`config.mk`:
```
export PLATFORM = sky130hd
export DESIGN_NAME = key_expand_seq_flat
export DESIGN_NICKNAME = d
export VERILOG_FILES = /design/src/rtl/key_expand_seq_if.sv /design/src/rtl/key_expand_seq.sv /design/src/flat_wrapper.sv
export SDC_FILE = /design/constraint.sdc
export NUM_CORES = 1
export LEC_CHECK = 0
export CORE_UTILIZATION = 47
export CTS_CLUSTER_SIZE = 16
export DETAILED_ROUTE_END_ITERATION = 7
export PLACE_DENSITY = 0.79
export SKIP_CTS_REPAIR_TIMING = 1
export SYNTH_ARGS = -nofsm -noshare
export SYNTH_HDL_FRONTEND = slang
export SYNTH_SLANG_ARGS = --single-unit
```
`constraint.sdc`:
```
create_clock -name clk -period 3.12 [get_ports clk]
set_input_delay 0.468 -clock clk [delete_from_list [all_inputs] [get_ports clk]]
set_output_delay 0.468 -clock clk [all_outputs]
set_load 0.05 [all_outputs]
```
`src/rtl/key_expand_seq_if.sv`:
```
// Expanded-key word stream: one 32-bit word plus its index per valid/ready beat.
interface key_expand_seq_if;
  logic        word_valid_o;
  logic        word_ready_i;
  logic [31:0] word_o;
  logic [5:0]  word_idx_o;

  modport master (output word_valid_o, word_o, word_idx_o, input word_ready_i);
  modport slave  (input word_valid_o, word_o, word_idx_o, output word_ready_i);
endinterface

```
`src/rtl/key_expand_seq.sv`:
```
// Sequential AES key schedule (NK=4/6/8), one word per beat, external S-box.
// Optional round-key packing output enabled by macro KEY_EXPAND_RK_PACK_EN.
module key_expand_seq #(
  parameter int NK = 4
) (
  input  logic                  clk,
  input  logic                  rst_n,
  input  logic                  start_i,
  input  logic [255:0]          key_i,
  output logic                  busy_o,
  output logic                  done_o,
  output logic [31:0]           sbox_word_o,
  input  logic [31:0]           sbox_word_i,
  key_expand_seq_if.master      wr
`ifdef KEY_EXPAND_RK_PACK_EN
  ,
  output logic                  rk_valid_o,
  output logic [127:0]          rk_o,
  output logic [3:0]            rk_idx_o
`endif
);
  localparam int NW = 4 * (NK + 7);
  localparam int PW = $clog2(NK);

  typedef enum logic [1:0] {IDLE, LOAD, EXPAND, DONE} state_t;

  generate
    if (NK != 4 && NK != 6 && NK != 8) begin : g_bad_nk
      $error("key_expand_seq: NK must be 4, 6 or 8");
    end
    if (NK < 8) begin : g_unused_key
      wire unused_key = ^key_i[(8-NK)*32-1:0];
    end
  endgenerate

  state_t        state;
  logic [31:0]   win [NK];
  logic [PW-1:0] phase;
  logic [PW-1:0] phase_nxt;
  logic [7:0]    rcon;
  logic [31:0]   temp, base, next_word;
  logic          accept;

  assign accept    = wr.word_valid_o & wr.word_ready_i;
  assign phase_nxt = (phase == PW'(NK-1)) ? '0 : phase + 1'b1;

  // prev is always the word currently on the bus; phase_nxt is the next word's i mod NK
  always_comb begin
    sbox_word_o = wr.word_o;
    temp        = wr.word_o;
    if (phase_nxt == '0) begin
      sbox_word_o = {wr.word_o[23:0], wr.word_o[31:24]};
      temp        = sbox_word_i ^ {rcon, 24'h0};
    end else if (NK == 8 && int'(phase_nxt) == 4) begin
      temp = sbox_word_i;
    end
  end

  // In LOAD the window still holds w[0..NK-1]; in EXPAND it holds w[i-NK..i-1] for bus word i
  assign base      = (state == LOAD) ? win[0] : win[1];
  assign next_word = base ^ temp;

  always_ff @(posedge clk or negedge rst_n) begin
    if (!rst_n) begin
      state           <= IDLE;
      busy_o          <= 1'b0;
      done_o          <= 1'b0;
      wr.word_valid_o <= 1'b0;
      wr.word_o       <= '0;
      wr.word_idx_o   <= '0;
      phase           <= '0;
      rcon            <= 8'h01;
      for (int j = 0; j < NK; j++) win[j] <= '0;
    end else begin
      case (state)
        IDLE: if (start_i) begin
          for (int j = 0; j < NK; j++) win[j] <= key_i[255-32*j -: 32];
          wr.word_o       <= key_i[255 -: 32];
          wr.word_idx_o   <= '0;
          wr.word_valid_o <= 1'b1;
          phase           <= '0;
          rcon            <= 8'h01;
          busy_o          <= 1'b1;
          state           <= LOAD;
        end
        LOAD: if (accept) begin
          if (wr.word_idx_o == 6'(NK-1)) begin
            wr.word_o <= next_word;
            state     <= EXPAND;
          end else begin
            wr.word_o <= win[phase_nxt];
          end
          wr.word_idx_o <= wr.word_idx_o + 6'd1;
          phase         <= phase_nxt;
        end
        EXPAND: if (accept) begin
          if (wr.word_idx_o == 6'(NW-1)) begin
            wr.word_valid_o <= 1'b0;
            busy_o          <= 1'b0;
            done_o          <= 1'b1;
            state           <= DONE;
          end else begin
            wr.word_o     <= next_word;
            wr.word_idx_o <= wr.word_idx_o + 6'd1;
            phase         <= phase_nxt;
            for (int j = 0; j < NK-1; j++) win[j] <= win[j+1];
            win[NK-1] <= wr.word_o;
            if (phase == '0)
              rcon <= {rcon[6:0], 1'b0} ^ (rcon[7] ? 8'h1b : 8'h00);
          end
        end
        DONE: begin
          done_o <= 1'b0;
          rcon   <= 8'h01;
          state  <= IDLE;
        end
        default: state <= IDLE;
      endcase
    end
  end

`ifdef KEY_EXPAND_RK_PACK_EN
  // Last three accepted words; the fourth comes straight off the bus
  logic [95:0] rk_acc;

  always_ff @(posedge clk or negedge rst_n) begin
    if (!rst_n) begin
      rk_acc     <= '0;
      rk_valid_o <= 1'b0;
      rk_o       <= '0;
      rk_idx_o   <= '0;
    end else begin
      rk_valid_o <= 1'b0;
      if (accept) begin
        rk_acc <= {rk_acc[63:0], wr.word_o};
        if (wr.word_idx_o[1:0] == 2'd3) begin
          rk_o       <= {rk_acc, wr.word_o};
          rk_idx_o   <= wr.word_idx_o[5:2];
          rk_valid_o <= 1'b1;
        end
      end
    end
  end
`endif

endmodule

```
`src/flat_wrapper.sv`:
```
// flat-port wrapper written by rule: the top's interface ports become plain ports
module key_expand_seq_flat 
#(
  parameter int NK = 4
)
  (clk, rst_n, start_i, key_i, busy_o, done_o, sbox_word_o, sbox_word_i, wr_word_valid_o, wr_word_o, wr_word_idx_o, wr_word_ready_i);
  key_expand_seq_if wr_i ();
  input  logic clk;
  input  logic rst_n;
  input  logic start_i;
  input  logic [255:0] key_i;
  output logic busy_o;
  output logic done_o;
  output logic [31:0] sbox_word_o;
  input  logic [31:0] sbox_word_i;
  output wire logic [$bits(wr_i.word_valid_o)-1:0] wr_word_valid_o;
  output wire logic [$bits(wr_i.word_o)-1:0] wr_word_o;
  output wire logic [$bits(wr_i.word_idx_o)-1:0] wr_word_idx_o;
  input wire logic [$bits(wr_i.word_ready_i)-1:0] wr_word_ready_i;
  assign wr_word_valid_o = wr_i.word_valid_o;
  assign wr_word_o = wr_i.word_o;
  assign wr_word_idx_o = wr_i.word_idx_o;
  assign wr_i.word_ready_i = wr_word_ready_i;
  key_expand_seq #(.NK(NK)) u_core (.clk(clk), .rst_n(rst_n), .start_i(start_i), .key_i(key_i), .busy_o(busy_o), .done_o(done_o), .sbox_word_o(sbox_word_o), .sbox_word_i(sbox_word_i), .wr(wr_i));
endmodule
```
==> impl_metrics.csv <==
group,metric,value,unit
detailed_routing,drc,0,
power_and_ir_drop,power_density,910,nW/um^2
cells_and_area,final_nets,1558,
floorplan,fp.dieArea,23600,sq um
worst_setup_path,rr_worst_depth,8,
worst_setup_path,worstPathRequired,2650,ps
synth,yosysUniqueCellTypes,42,
outcome,outcome,"finished clean",
worst_setup_path,r2r_end,"u_core.wr.word_o[2]$_DFFE_PN0P_",
placement,gp_congestion,0.823,
synth,ys_ff_latch,180,
grt,grt_pass1_vias,8931,
grt,grt_usage,28.1,%
floorplan,die_h,153,um
detailed_routing,wl_per_cell,20.8,um
cells_and_area,drive_gt1_share,11.0,%
synth,synth.avg_cell_area,10.1,sq um
synth,yosys_warnings,0,
timing,slew_viol_final,0,
synth,yosysSeqAreaShare,41.8,%
worst_setup_path,crit_family,"buffers and inverters",
clock_tree,cts.clk_slew.worst_paths,60,ps
placement,placedCellCount,1524,
detailed_routing,ant_nets,0,
clock_tree,cts_buffers,17,
power_and_ir_drop,p_sw,0.00559,W
placement,io_buffers,236,
worst_setup_path,path_cells,"ha_2 -> buf_12 -> mux2_2 -> clkdlybuf4s50_1",
floorplan,rows,55,
detailed_routing,routed_wl,32400,um
worst_setup_path,critPathCapture,"sbox_word_o[26]",
detailed_routing,drt_iter0_drc,531,
power_and_ir_drop,ir_worst_vdd,0.783,mV
clock_tree,ctsHtreeMaxLevel,4,
timing,setup_viol,0,
power_and_ir_drop,finalPower,0.0127,W
power_and_ir_drop,power.internal,0.00713,W
power_and_ir_drop,seq_power_share,33.2,%
timing,fmax,0.328,GHz
worst_setup_path,crit_type,"flip-flop to output pin",
cells_and_area,area_growth,29.7,%
power_and_ir_drop,clkPwrFrac,16.3,%
power_and_ir_drop,p_leak,6.36,nW
power_and_ir_drop,switching_share,43.9,%
detailed_routing,vias,9091,
detailed_routing,drt-vias-per-instance,5.85,
synth,synthesis.instances,1066,
worst_setup_path,crit_path_max_incr_delay,710,ps
timing,min_period,3050,ps
worst_setup_path,end_kind,"output pin",
power_and_ir_drop,combPwrFrac,50.5,%
clock_tree,cts_tree,"built",
clock_tree,cts_sinks,180,
worst_setup_path,cp.arrival,2580,ps
worst_setup_path,worstPathMaxFanout,33,
timing,fin_ws,71.0,ps
grt,grt_remaining_overflow,0,
worst_setup_path,start_kind,"flip-flop",
timing,fin_crit_sh,97.7,%
grt,grt_pass1_wl,50700,um
floorplan,die_w,153,um
timing,worst_pin_slew,1020,ps
clock_tree,root_buffer,"clkbuf_16",
timing,max_slew_margin,31.8,%
cells_and_area,stdcell_count,1555,
floorplan,io-pin-count,365,
synth,async_flop_share,100,%
hold_path,holdCritPathClass,"input pin to asynchronous set/reset pin",
cells_and_area,diodes,0,
worst_setup_path,regToRegSetupSlack,540,ps
timing,rsz0062_at_grt,"false",
floorplan,core_area,22600,sq um
timing,setup_tns,0,ps
job,maxCapViolations,0,
clock_tree,clockBufferDepth,2,
synth,synth.net_count,1366,
timing,finalHoldViolations,0,
placement,dp_hpwl,22100,um
detailed_routing,firstDrtPassIters,7,
worst_setup_path,slowest_stage,"clkdlybuf4s50_1",
worst_setup_path,cp.depth,4,
timing,skew,14.7,ps
synth,synth_ff_type,"dfrtp_1",
worst_setup_path,worstSetupStartpoint,"u_core.phase[0]$_DFFE_PN0P_",
floorplan,initial_core_util,47.8,%
synth,synth_area,10800,sq um
synth,synth_edf_count,0,
clock_tree,clk_latency,430,ps
placement,pre_cts_ws,529,ps
worst_setup_path,r2r_start,"u_core.state[1]$_DFFE_PN0P_",
grt,grt_start_max_net_pins,78,
grt,grt_antenna_before_repair,0,
worst_setup_path,worstPathBufferInverterCount,2,
==> placed cells by master, fill, tap and decap left out, types with 4 or more instances in the layout <==
cell / Yosys / routed
clkdlybuf4s50_1: 0 / 226
o21ai_0: 196 / 196
nand2_1: 189 / 189
mux2i_1: 184 / 184
dfrtp_1: 179 / 179
mux4_2: 32 / 32
mux2_2: 31 / 31
a221oi_1: 31 / 31
xor2_1: 27 / 27
buf_4: 5 / 23
xnor2_1: 17 / 17
clkbuf_16: 0 / 17
o21ai_1: 14 / 14
nor2_1: 12 / 12
a21oi_1: 12 / 12
buf_12: 0 / 10
inv_1: 6 / 6
nand3_1: 6 / 6
nand2b_1: 4 / 4
ha_2: 0 / 4
clkbuf_8: 0 / 4
==> final cells by class <==
type / count / area (sq um)
clock inverter: 8 / 77.6
fill: 1819 / 8590
multi-input combinational: 791 / 5870
inverter: 7 / 26.3
sequential: 180 / 4510
clock buffer: 23 / 478
tap: 285 / 357
timing repair buffer: 261 / 2660
==> cell usage after synthesis, types with 3 or more instances <==
cell type | instances | area [sq um]
a21oi_1 | 12 | 60.1
a221oi_1 | 31 | 272
a31oi_1 | 3 | 18.8
buf_2 | 19 | 95.1
buf_4 | 5 | 37.5
buf_6 | 7 | 78.8
clkbuf_1 | 56 | 210
dfrtp_1 | 179 | 4480
ha_1 | 8 | 100
inv_1 | 6 | 22.5
mux2_2 | 31 | 349
mux2i_1 | 184 | 1840
mux4_2 | 32 | 721
nand2_1 | 189 | 709
nand2b_1 | 4 | 25.0
nand3_1 | 6 | 30.0
nor2_1 | 12 | 45.0
o21ai_0 | 196 | 981
o21ai_1 | 14 | 70.1
o31ai_1 | 3 | 22.5
xnor2_1 | 17 | 149
xor2_1 | 27 | 236
==> worst min path at each step <==
| stage | to | depth (start not counted) |
|---|---|---|
| final | u_core.rcon[4]$_DFFE_PN0P_ | 1 |
| after global routing | u_core.rcon[4]$_DFFE_PN0P_ | 1 |
| after global placement | u_core.win[99]$_DFFE_PN0P_ | 2 |
| after floorplan | u_core.busy_o$_DFFE_PN0P_ | 0 |
| after CTS | u_core.rcon[6]$_DFFE_PN0P_ | 1 |
| after detailed placement | u_core.win[47]$_DFFE_PN0P_ | 2 |
==> through the flow <==
| stage | util (%) | cell area, sq um | hold slack [ps] |
|---|---|---|---|
| after detailed placement | 59.5 | 13400 | 491 |
| final | 61.9 | 14000 | 43.1 |
| after global routing | 61.9 | 14000 | 108 |
| after global placement | 59.5 | 13400 | 480 |
| after floorplan | - | 10800 | 172 |
| after CTS | 61.9 | 14000 | 90.0 |
==> cells by family (layout without fill, tap and decap cells) <==
logic type	count (synthesis)	after routing	share of synthesized area, %
AO/OA/AOI/OAI	271	271	14.2
XOR/XNOR	44	44	3.57
adder cells (fa/ha/maj)	8	8	0.928
buffers and inverters	95	299	4.19
flip-flops	180	180	41.8
multiplexers	247	247	27.0
AND/OR/NAND/NOR	221	221	8.30
==> sequential cells by signal (all words and copies together) (netlist names) <==
register / count
u_core.win: 128
u_core.wr.word_o: 32
u_core.rcon: 8
u_core.wr.word_idx_o: 6
u_core.phase: 2
u_core.state: 2
u_core.busy_o: 1
u_core.done_o: 1
==> power groups by stage <==
stage / Sequential, W / Clock, W / Combinational, W
2_1_floorplan: 0.00446 / 0 / 0.00394
3_3_place_gp: 0.00419 / 0 / 0.00628
3_5_place_dp: 0.00425 / 0 / 0.00642
4_1_cts: 0.00421 / 0.00209 / 0.00644
5_1_grt: 0.00434 / 0.00219 / 0.00688
6_report: 0.00423 / 0.00207 / 0.00642
==> per-layer routing <==
metal  share of wire [%]  track usage (%)
met5                   0                0
met4                 2.4             10.0
met1                  43             38.3
met2                  48             45.0
met3                 7.0             5.16
No activity file was read; power rests on OpenSTA's default activity.
